$ cat src/rtl/fetch_pkg.sv
// Shared types and constants for the instruction fetch stage.
package fetch_pkg;

    localparam int unsigned PC_INCR    = 4;
    localparam int unsigned WORD_SHIFT = 2;

    typedef enum logic [0:0] {
        FETCH_RUN  = 1'b0,
        FETCH_HALT = 1'b1
    } fetch_state_e;

endpackage

$ cat src/rtl/fetch_next_pc.sv
// Combinational next-PC select: aligned redirect target, sequential advance, or hold.
module fetch_next_pc
    import fetch_pkg::*;
#(
    parameter int unsigned WIDTH = 32
) (
    input  logic [WIDTH-1:0] pc,
    input  logic             advance,
    input  logic             redirect_valid,
    input  logic [WIDTH-1:0] redirect_target,
    output logic [WIDTH-1:0] next_pc_c
);

    localparam logic [WIDTH-1:0] ALIGN_MASK = ~WIDTH'(PC_INCR - 1);

    // Redirect wins over sequential advance; otherwise the PC holds.
    always_comb begin
        next_pc_c = pc;
        if (redirect_valid) begin
            next_pc_c = redirect_target & ALIGN_MASK;
        end else if (advance) begin
            next_pc_c = pc + WIDTH'(PC_INCR);
        end
    end

endmodule

$ cat src/rtl/instr_fetch_unit.sv
// PC register, fetch FSM and registered decoder-facing output stage.
// Optional performance counters are built when FETCH_PERF_CNT_EN is defined.
module instr_fetch_unit
    import fetch_pkg::*;
#(
    parameter int unsigned      WIDTH      = 32,
    parameter logic [WIDTH-1:0] RESET_PC   = '0,
    parameter int unsigned      IMEM_DEPTH = 32
) (
    input  logic             clk,
    input  logic             rst_n,
    output logic [WIDTH-1:0] imem_addr,
    input  logic [WIDTH-1:0] imem_instr,
    input  logic             redirect_valid,
    input  logic [WIDTH-1:0] redirect_target,
    output logic             out_valid,
    input  logic             out_ready,
    output logic [WIDTH-1:0] out_instr,
    output logic [WIDTH-1:0] out_pc,
    output logic [WIDTH-1:0] out_pc_plus4,
    output logic             halted,
    output logic [31:0]      perf_fetch_cnt,
    output logic [31:0]      perf_redirect_cnt
);

    localparam logic [WIDTH-1:0] RESET_PC_ALIGNED = RESET_PC & ~WIDTH'(PC_INCR - 1);
    localparam logic [WIDTH-1:0] DEPTH_W          = WIDTH'(IMEM_DEPTH);

    logic [WIDTH-1:0] pc;
    logic [WIDTH-1:0] next_pc_c;
    fetch_state_e     state;
    fetch_state_e     state_next;
    logic             in_range;
    logic             slot_free;
    logic             load;

    // Memory address depends only on the PC register.
    assign imem_addr = pc >> WORD_SHIFT;
    assign in_range  = imem_addr < DEPTH_W;
    assign slot_free = !out_valid || out_ready;

    // Next-state and load decision.
    always_comb begin
        state_next = state;
        load       = 1'b0;
        if (state == FETCH_RUN) begin
            load = in_range && slot_free;
        end
        if (redirect_valid) begin
            state_next = FETCH_RUN;
        end else if (state == FETCH_RUN && !in_range && slot_free) begin
            state_next = FETCH_HALT;
        end
    end

    fetch_next_pc #(
        .WIDTH(WIDTH)
    ) u_next_pc (
        .pc              (pc),
        .advance         (load),
        .redirect_valid  (redirect_valid),
        .redirect_target (redirect_target),
        .next_pc_c       (next_pc_c)
    );

    always_ff @(posedge clk or negedge rst_n) begin
        if (!rst_n) begin
            state  <= FETCH_RUN;
            halted <= 1'b0;
            pc     <= RESET_PC_ALIGNED;
        end else begin
            state  <= state_next;
            halted <= (state_next == FETCH_HALT);
            pc     <= next_pc_c;
        end
    end

    // Output register: flush on redirect, refill on load, drain on accept.
    always_ff @(posedge clk or negedge rst_n) begin
        if (!rst_n) begin
            out_valid    <= 1'b0;
            out_instr    <= '0;
            out_pc       <= '0;
            out_pc_plus4 <= '0;
        end else if (redirect_valid) begin
            out_valid <= 1'b0;
        end else if (load) begin
            out_valid    <= 1'b1;
            out_instr    <= imem_instr;
            out_pc       <= pc;
            out_pc_plus4 <= pc + WIDTH'(PC_INCR);
        end else if (out_valid && out_ready) begin
            out_valid <= 1'b0;
        end
    end

`ifdef FETCH_PERF_CNT_EN
    // A flushed-but-accepted instruction still counts as fetched.
    always_ff @(posedge clk or negedge rst_n) begin
        if (!rst_n) begin
            perf_fetch_cnt    <= '0;
            perf_redirect_cnt <= '0;
        end else begin
            if (out_valid && out_ready) begin
                perf_fetch_cnt <= perf_fetch_cnt + 32'd1;
            end
            if (redirect_valid) begin
                perf_redirect_cnt <= perf_redirect_cnt + 32'd1;
            end
        end
    end
`else
    assign perf_fetch_cnt    = '0;
    assign perf_redirect_cnt = '0;
`endif

endmodule

$ cat config.mk
export PLATFORM = sky130hd
export DESIGN_NAME = instr_fetch_unit
export DESIGN_NICKNAME = d
export VERILOG_FILES = /design/src/rtl/fetch_pkg.sv /design/src/rtl/fetch_next_pc.sv /design/src/rtl/instr_fetch_unit.sv
export SDC_FILE = /design/constraint.sdc
export NUM_CORES = 1
export LEC_CHECK = 0
export CAP_MARGIN = 10
export CORE_MARGIN = 4
export CORE_UTILIZATION = 50
export DETAILED_ROUTE_END_ITERATION = 7
export DONT_BUFFER_PORTS = 1
export PLACE_DENSITY = 0.71
export SLEW_MARGIN = 0
export SYNTH_ARGS = -nofsm -noshare
export SYNTH_HDL_FRONTEND = slang
export SYNTH_SLANG_ARGS = --single-unit
$ cat constraint.sdc
create_clock -name clk -period 6.15 [get_ports clk]
set_clock_uncertainty 0.15 [all_clocks]
set_input_delay 0.9225 -clock clk [delete_from_list [all_inputs] [get_ports clk]]
set_output_delay 0.9225 -clock clk [all_outputs]
set_load 0.1 [all_outputs]
* Word-level counts from Yosys, hierarchy flattened
Index checks and enable logic that the tools add are counted.
** Storage, ports and cells
- Register bits :: 130
- Bits in latches :: 0
- Bits in writable memories :: 0
- Bits in read-only memories :: 0
- Bits of input ports :: 68
- Output and inout bits :: 194
- Word-level logic and storage cells :: 29
- Memories kept :: 0
** Operators by class
- Add/sub/neg operators :: 1
- Multipliers :: 0
- Divide/modulo/power cells :: 0
- Order comparisons :: 1
- Eq/ne operators :: 0
- Shift operators :: 0
- Multiplexer cells :: 8
- Bitwise gates (word level) :: 2
- Reduce and logical (&&, ||, !) cells :: 11
** Operator list (count)
- $mux 32 :: 2
- $add 32x3->32 const B :: 1
- $lt 30x6->1 const B :: 1
- $mux 1 :: 6
- $logic_and 1x1->1 :: 4
- $reduce_bool 2->1 :: 2
- $reduce_bool 3->1 :: 1
- $logic_not 1->1 :: 2
- $not 1->1 :: 2
- $reduce_and 2->1 :: 1
- $logic_or 1x1->1 :: 1

* Depth between registers and ports, before layout
- Depth in word-level cells :: 6
- Gate-level depth with buffers :: 6
- Mapped depth without buffers :: 5

* By module
A second synthesis with hierarchy kept.
** Unflattened totals
- Cells, all modules :: 524
- Area, all modules :: 5969.5 µm²
** By module, submodules not included
- instr_fetch_unit :: instances 1, cells each 358, area an instance 4992.3 µm², seq. area each 3203.1 µm²
- fetch_next_pc :: instances 1, cells each 166, area an instance 977.2 µm², seq. area each 0.0 µm²

* Worst setup path after synthesis
OpenSTA, ideal clock, no wires.
- Path kind :: flip-flop to flip-flop
- Start :: register pc[12]
- End :: register out_pc[4]
- Library setup time :: 0.129 ns
- Arrival time :: 2.376 ns
- Required time :: 5.871 ns
- Slack :: 3.496 ns
- Cell stages (with the launch flop) :: 7
- Buffers on the path :: 2
- Clock period less this slack :: 2.654 ns
- Cells stage by stage :: dfrtp_1 nor4_1 nand4_1 nor4_2 buf_4 buf_6 mux2_1
** Between the ends
- Cells in the longest elaborated chain, start to end :: 4
** RTL lines
- from (decl) :: line instr_fetch_unit.sv:29 : logic [WIDTH-1:0] pc;
- from (signal assigned) :: line instr_fetch_unit.sv:74 : pc <= next_pc_c;
- $lt 30x6->1 :: line instr_fetch_unit.sv:39 : assign in_range = imem_addr < DEPTH_W;
- $logic_and 1x1->1 :: line instr_fetch_unit.sv:47 : load = in_range && slot_free;
- $mux 1 :: line instr_fetch_unit.sv:46 : if (state == FETCH_RUN) begin
- $reduce_and 2->1 (no line)
- to (signal assigned) :: line instr_fetch_unit.sv:90 : out_pc <= pc;
- to (decl) :: line instr_fetch_unit.sv:19 : output logic [WIDTH-1:0] out_pc,
No other way between the ends.
A chain may end at the register's enable or synchronous reset.

* Worst setup path in the final report
- Start :: register pc[12]
- End :: register out_instr[2]
** Between the ends
- Cells in the longest elaborated chain, start to end :: 4
** RTL lines
- $lt 30x6->1 :: line instr_fetch_unit.sv:39
- $logic_and 1x1->1 :: line instr_fetch_unit.sv:47
- $mux 1 :: line instr_fetch_unit.sv:46
- $reduce_and 2->1 (no line)
- to (signal assigned) :: line instr_fetch_unit.sv:89 : out_instr <= imem_instr;
- to (decl) :: line instr_fetch_unit.sv:18 : output logic [WIDTH-1:0] out_instr,
No other way between the ends.

==> flow_summary.ini <==
[status]
status = finished, final reports clean

[placed_design]
placed_cells_incl_taps = 504
io_buffer_count = 0
hpwlAfterDp_um = 7860
dpl-instance-area_mm2 = 0.00500
gp_congestion = 0.762
preCtsSetupSlack_ns = 2.83

[floorplan]
num_io_pins = 262
full_die_area_mm2 = 0.0120
floorplan.initialDensity_pct = 52.1
design.core.area_mm2 = 0.00991
die_x_um = 110
floorplan.die.height_um = 110
floorplan.rows = 36

[critical_path]
timing.critical_path.to_type = flop
slowest_delay_ns = 0.76
critical_path_arrival_ns = 3.57
worst_r2r_endpoint = out_instr[2]$_DFFE_PN0P_
cp_num_cells = 5
critical-path-slowest-cell = dfrtp_1
crit_path_cell_trace = nor4_1 > nand4_1 > nor4_4 > buf_4 > mux2_2
worst-setup-path-type = reg -> reg
timing.reg2reg.worst_path_depth = 5
critical-path-top-delay-family = simple AND/OR/NAND/NOR gates
crit_startpoint = pc[12]$_DFFE_PN0P_
r2r-start = pc[12]$_DFFE_PN0P_
critical_path_peak_fanout = 59
critPathBufInv = 1
timing.reg2reg.setup_slack_ns = 2.80
worst_setup_path_start_kind = flop
timing.critical_path.to = out_instr[2]$_DFFE_PN0P_
cp_data_required_time_ns = 6.38

[yosys]
syn_avg_cell_area_um2 = 13.3
postSynth.asyncResetShare_pct = 100
synthCells = 387
synthMostInstantiatedCell = dfrtp_1
synth_edf_count = 0
synth_sequential_area_ratio_pct = 60.1
yosys_register_bits = 124
synth_largest_area_cell = dfrtp_1
yosys_warnings = 0
top_cell_types_by_occurrence_after_synthesis = 124 x dfrtp_1, 72 x buf_4, 51 x nor2b_1
netlist-cell-type-count = 33
yosys-top-cells-area = dfrtp_1 60%, buf_4 10%, mux2_2 10%
netlist_area_mm2 = 0.00516
synthFlopType = dfrtp_1
netlist.area_leader.share_pct = 60.1

[sta]
finalMaxSlewViolations = 0
final.setup.worst_slack_ns = 2.80
fmax_mhz = 299
timing.max_slew.rel_slack_pct = 23.5
finalSetupViolations = 0
min_period_over_period_pct = 54.4
layout_min_cycle_time_ns = 3.35
hold-worst-slack_ns = 0.217
grt_setup_unrepaired = false
transition_time_at_the_pin_with_the_least_slew_margin_ns = 1.15
setup-tns-final_ns = 0
finalHoldViolCount = 0

[grt]
antenna_found_initial = 0
grt_use_total_pct = 18.5
grt_pass1_vias = 2848
largest_net_degree_at_the_start_of_global_routing = 125
grt_overflow_total = 0
grt_pass1_wl_um = 16400

[detailed_routing]
first_pass_iters = 4
detailroute.via_count = 2736
drt-wirelength-per-cell_um = 20.5
antenna_left = 0
routed_via_density = 5.10
wirelength_um = 11000
initialDrtViolationCount = 118
detail_route.drc_violations = 0

[power]
share_of_total_power_in_the_clock_network_pct = 43.3
sequential_share_of_power_pct = 45.4
vdd_drop_max_mv = 0.182
sw_frac_of_total_pct = 35.1
p_sw_uw = 782
combinationalPowerShare_pct = 11.3
pwr_density_cell_mw_per_mm2 = 398
cell_internal_pwr_mw = 1.45
power_leakage_nw = 2.87

[clock_network]
htree_levels = 4
post_cts_buffers = 0
clock_network_latency_to_the_later_pin_of_the_worst_skew_pair_ns = 0.50
clk_path_buf_depth = 2
cts_sinks = 124
cts_buf_count = 17
clk_pin_slew_worst_paths_ns = 0.06
clock_tree_from_tritoncts = yes
clk_root_buffer_cell = clkbuf_8

[finish]
final_cell_area_mm2 = 0.00560
synthToLayoutAreaGrowth_pct = 8.43
final-instance-count-excl-fill = 536
post_route_cells_drive_above_1_share_pct = 20.8
nets = 460
total_inserted_antenna_cells = 0

[min_path]
worst_hold_path_type = in -> async

[run]
maxCapViolCount = 0
## how the worst min path moves through the flow
stage	start	endpoint	slack, ns	depth (start not counted)
6_report	rst_n	out_pc_plus4[12]$_DFFE_PN0P_	0.22	1
5_1_grt	rst_n	out_pc[18]$_DFFE_PN0P_	0.25	1
4_1_cts	rst_n	out_pc[18]$_DFFE_PN0P_	0.24	1
3_5_place_dp	rst_n	out_pc_plus4[12]$_DFFE_PN0P_	0.48	0
3_3_place_gp	rst_n	out_pc[18]$_DFFE_PN0P_	0.48	0
2_1_floorplan	rst_n	out_instr[0]$_DFFE_PN0P_	0.48	0
## layout by cell type (no fill, tap or decap), drive strengths merged
cell	instances
and3	1
o21ai	2
nand2b	1
dfrtp	124
nor4	6
nor2b	51
ha	1
clkbuf	17
mux2	67
bufinv	2
xor2	2
nand3	7
xnor2	2
nor2	2
nor3	3
inv	10
nand4	4
a22oi	2
nand2	4
o31ai	2
a221o	1
a311oi	1
conb	70
o311ai	3
buf	4
clkinvlp	2
and2	1
nor3b	2
and4	1
clkinv	4
a41oi	1
a21oi	3
## state kept, by name, summed over array words and instances (netlist names)
signal and flops:
out_instr 32, out_pc 30, out_pc_plus4 30, pc 30
out_valid 1, state 1
## layout make-up
type	instances	area, µm²
Sequential cell	124	3100
Inverter	4	15.0
Multi-Input combinational cell	240	1690
Clock inverter	14	160
Timing Repair Buffer	4	50.0
Fill cell	805	4310
Tap cell	133	166
Clock buffer	17	414
## power by group through the flow
| stage | sequential [mW] | combinational [mW] | clock [mW] |
|---|---|---|---|
| after floorplan | 1.02 | 0.259 | 0 |
| after global placement | 1.03 | 0.231 | 0 |
| after detailed placement | 1.03 | 0.233 | 0 |
| after CTS | 1.01 | 0.251 | 0.993 |
| after global routing | 1.02 | 0.262 | 1.03 |
| final | 1.01 | 0.251 | 0.965 |
## timing repair
item / 4_1_cts / 5_1_grt
hold buffers: 1 / 0
gates resized for setup: 0 / 0
hold endpoints to repair: 124 / 0
## kinds of logic (layout without fill, tap and decap cells)
| group | Yosys count | count (layout) | share of synthesized area (%) |
|---|---|---|---|
| xor+xnor | 4 | 4 | 0.678 |
| compound gates | 15 | 15 | 2.11 |
| buf+inv | 92 | 39 | 12.4 |
| mux | 67 | 67 | 14.6 |
| simple gates | 83 | 83 | 9.86 |
| flops | 124 | 124 | 60.1 |
| other cells | 1 | 70 | 0.0726 |
| fa+ha+maj | 1 | 1 | 0.242 |
## through the flow
stage / utilization, % / total power, mW
6_report: 56.5 / 2.23
5_1_grt: 56.5 / 2.31
4_1_cts: 56.5 / 2.26
3_5_place_dp: 50.4 / 1.26
3_3_place_gp: 50.4 / 1.26
2_1_floorplan: - / 1.28
## layer usage
| layer | share of wire (%) | track usage [%] |
|---|---|---|
| met1 | 35 | 21.1 |
| met2 | 51 | 29.6 |
| met3 | 13 | 9.98 |
| met4 | 1.2 | 6.59 |
| met5 | 0 | 0 |
(Power assumes the default switching activity.)
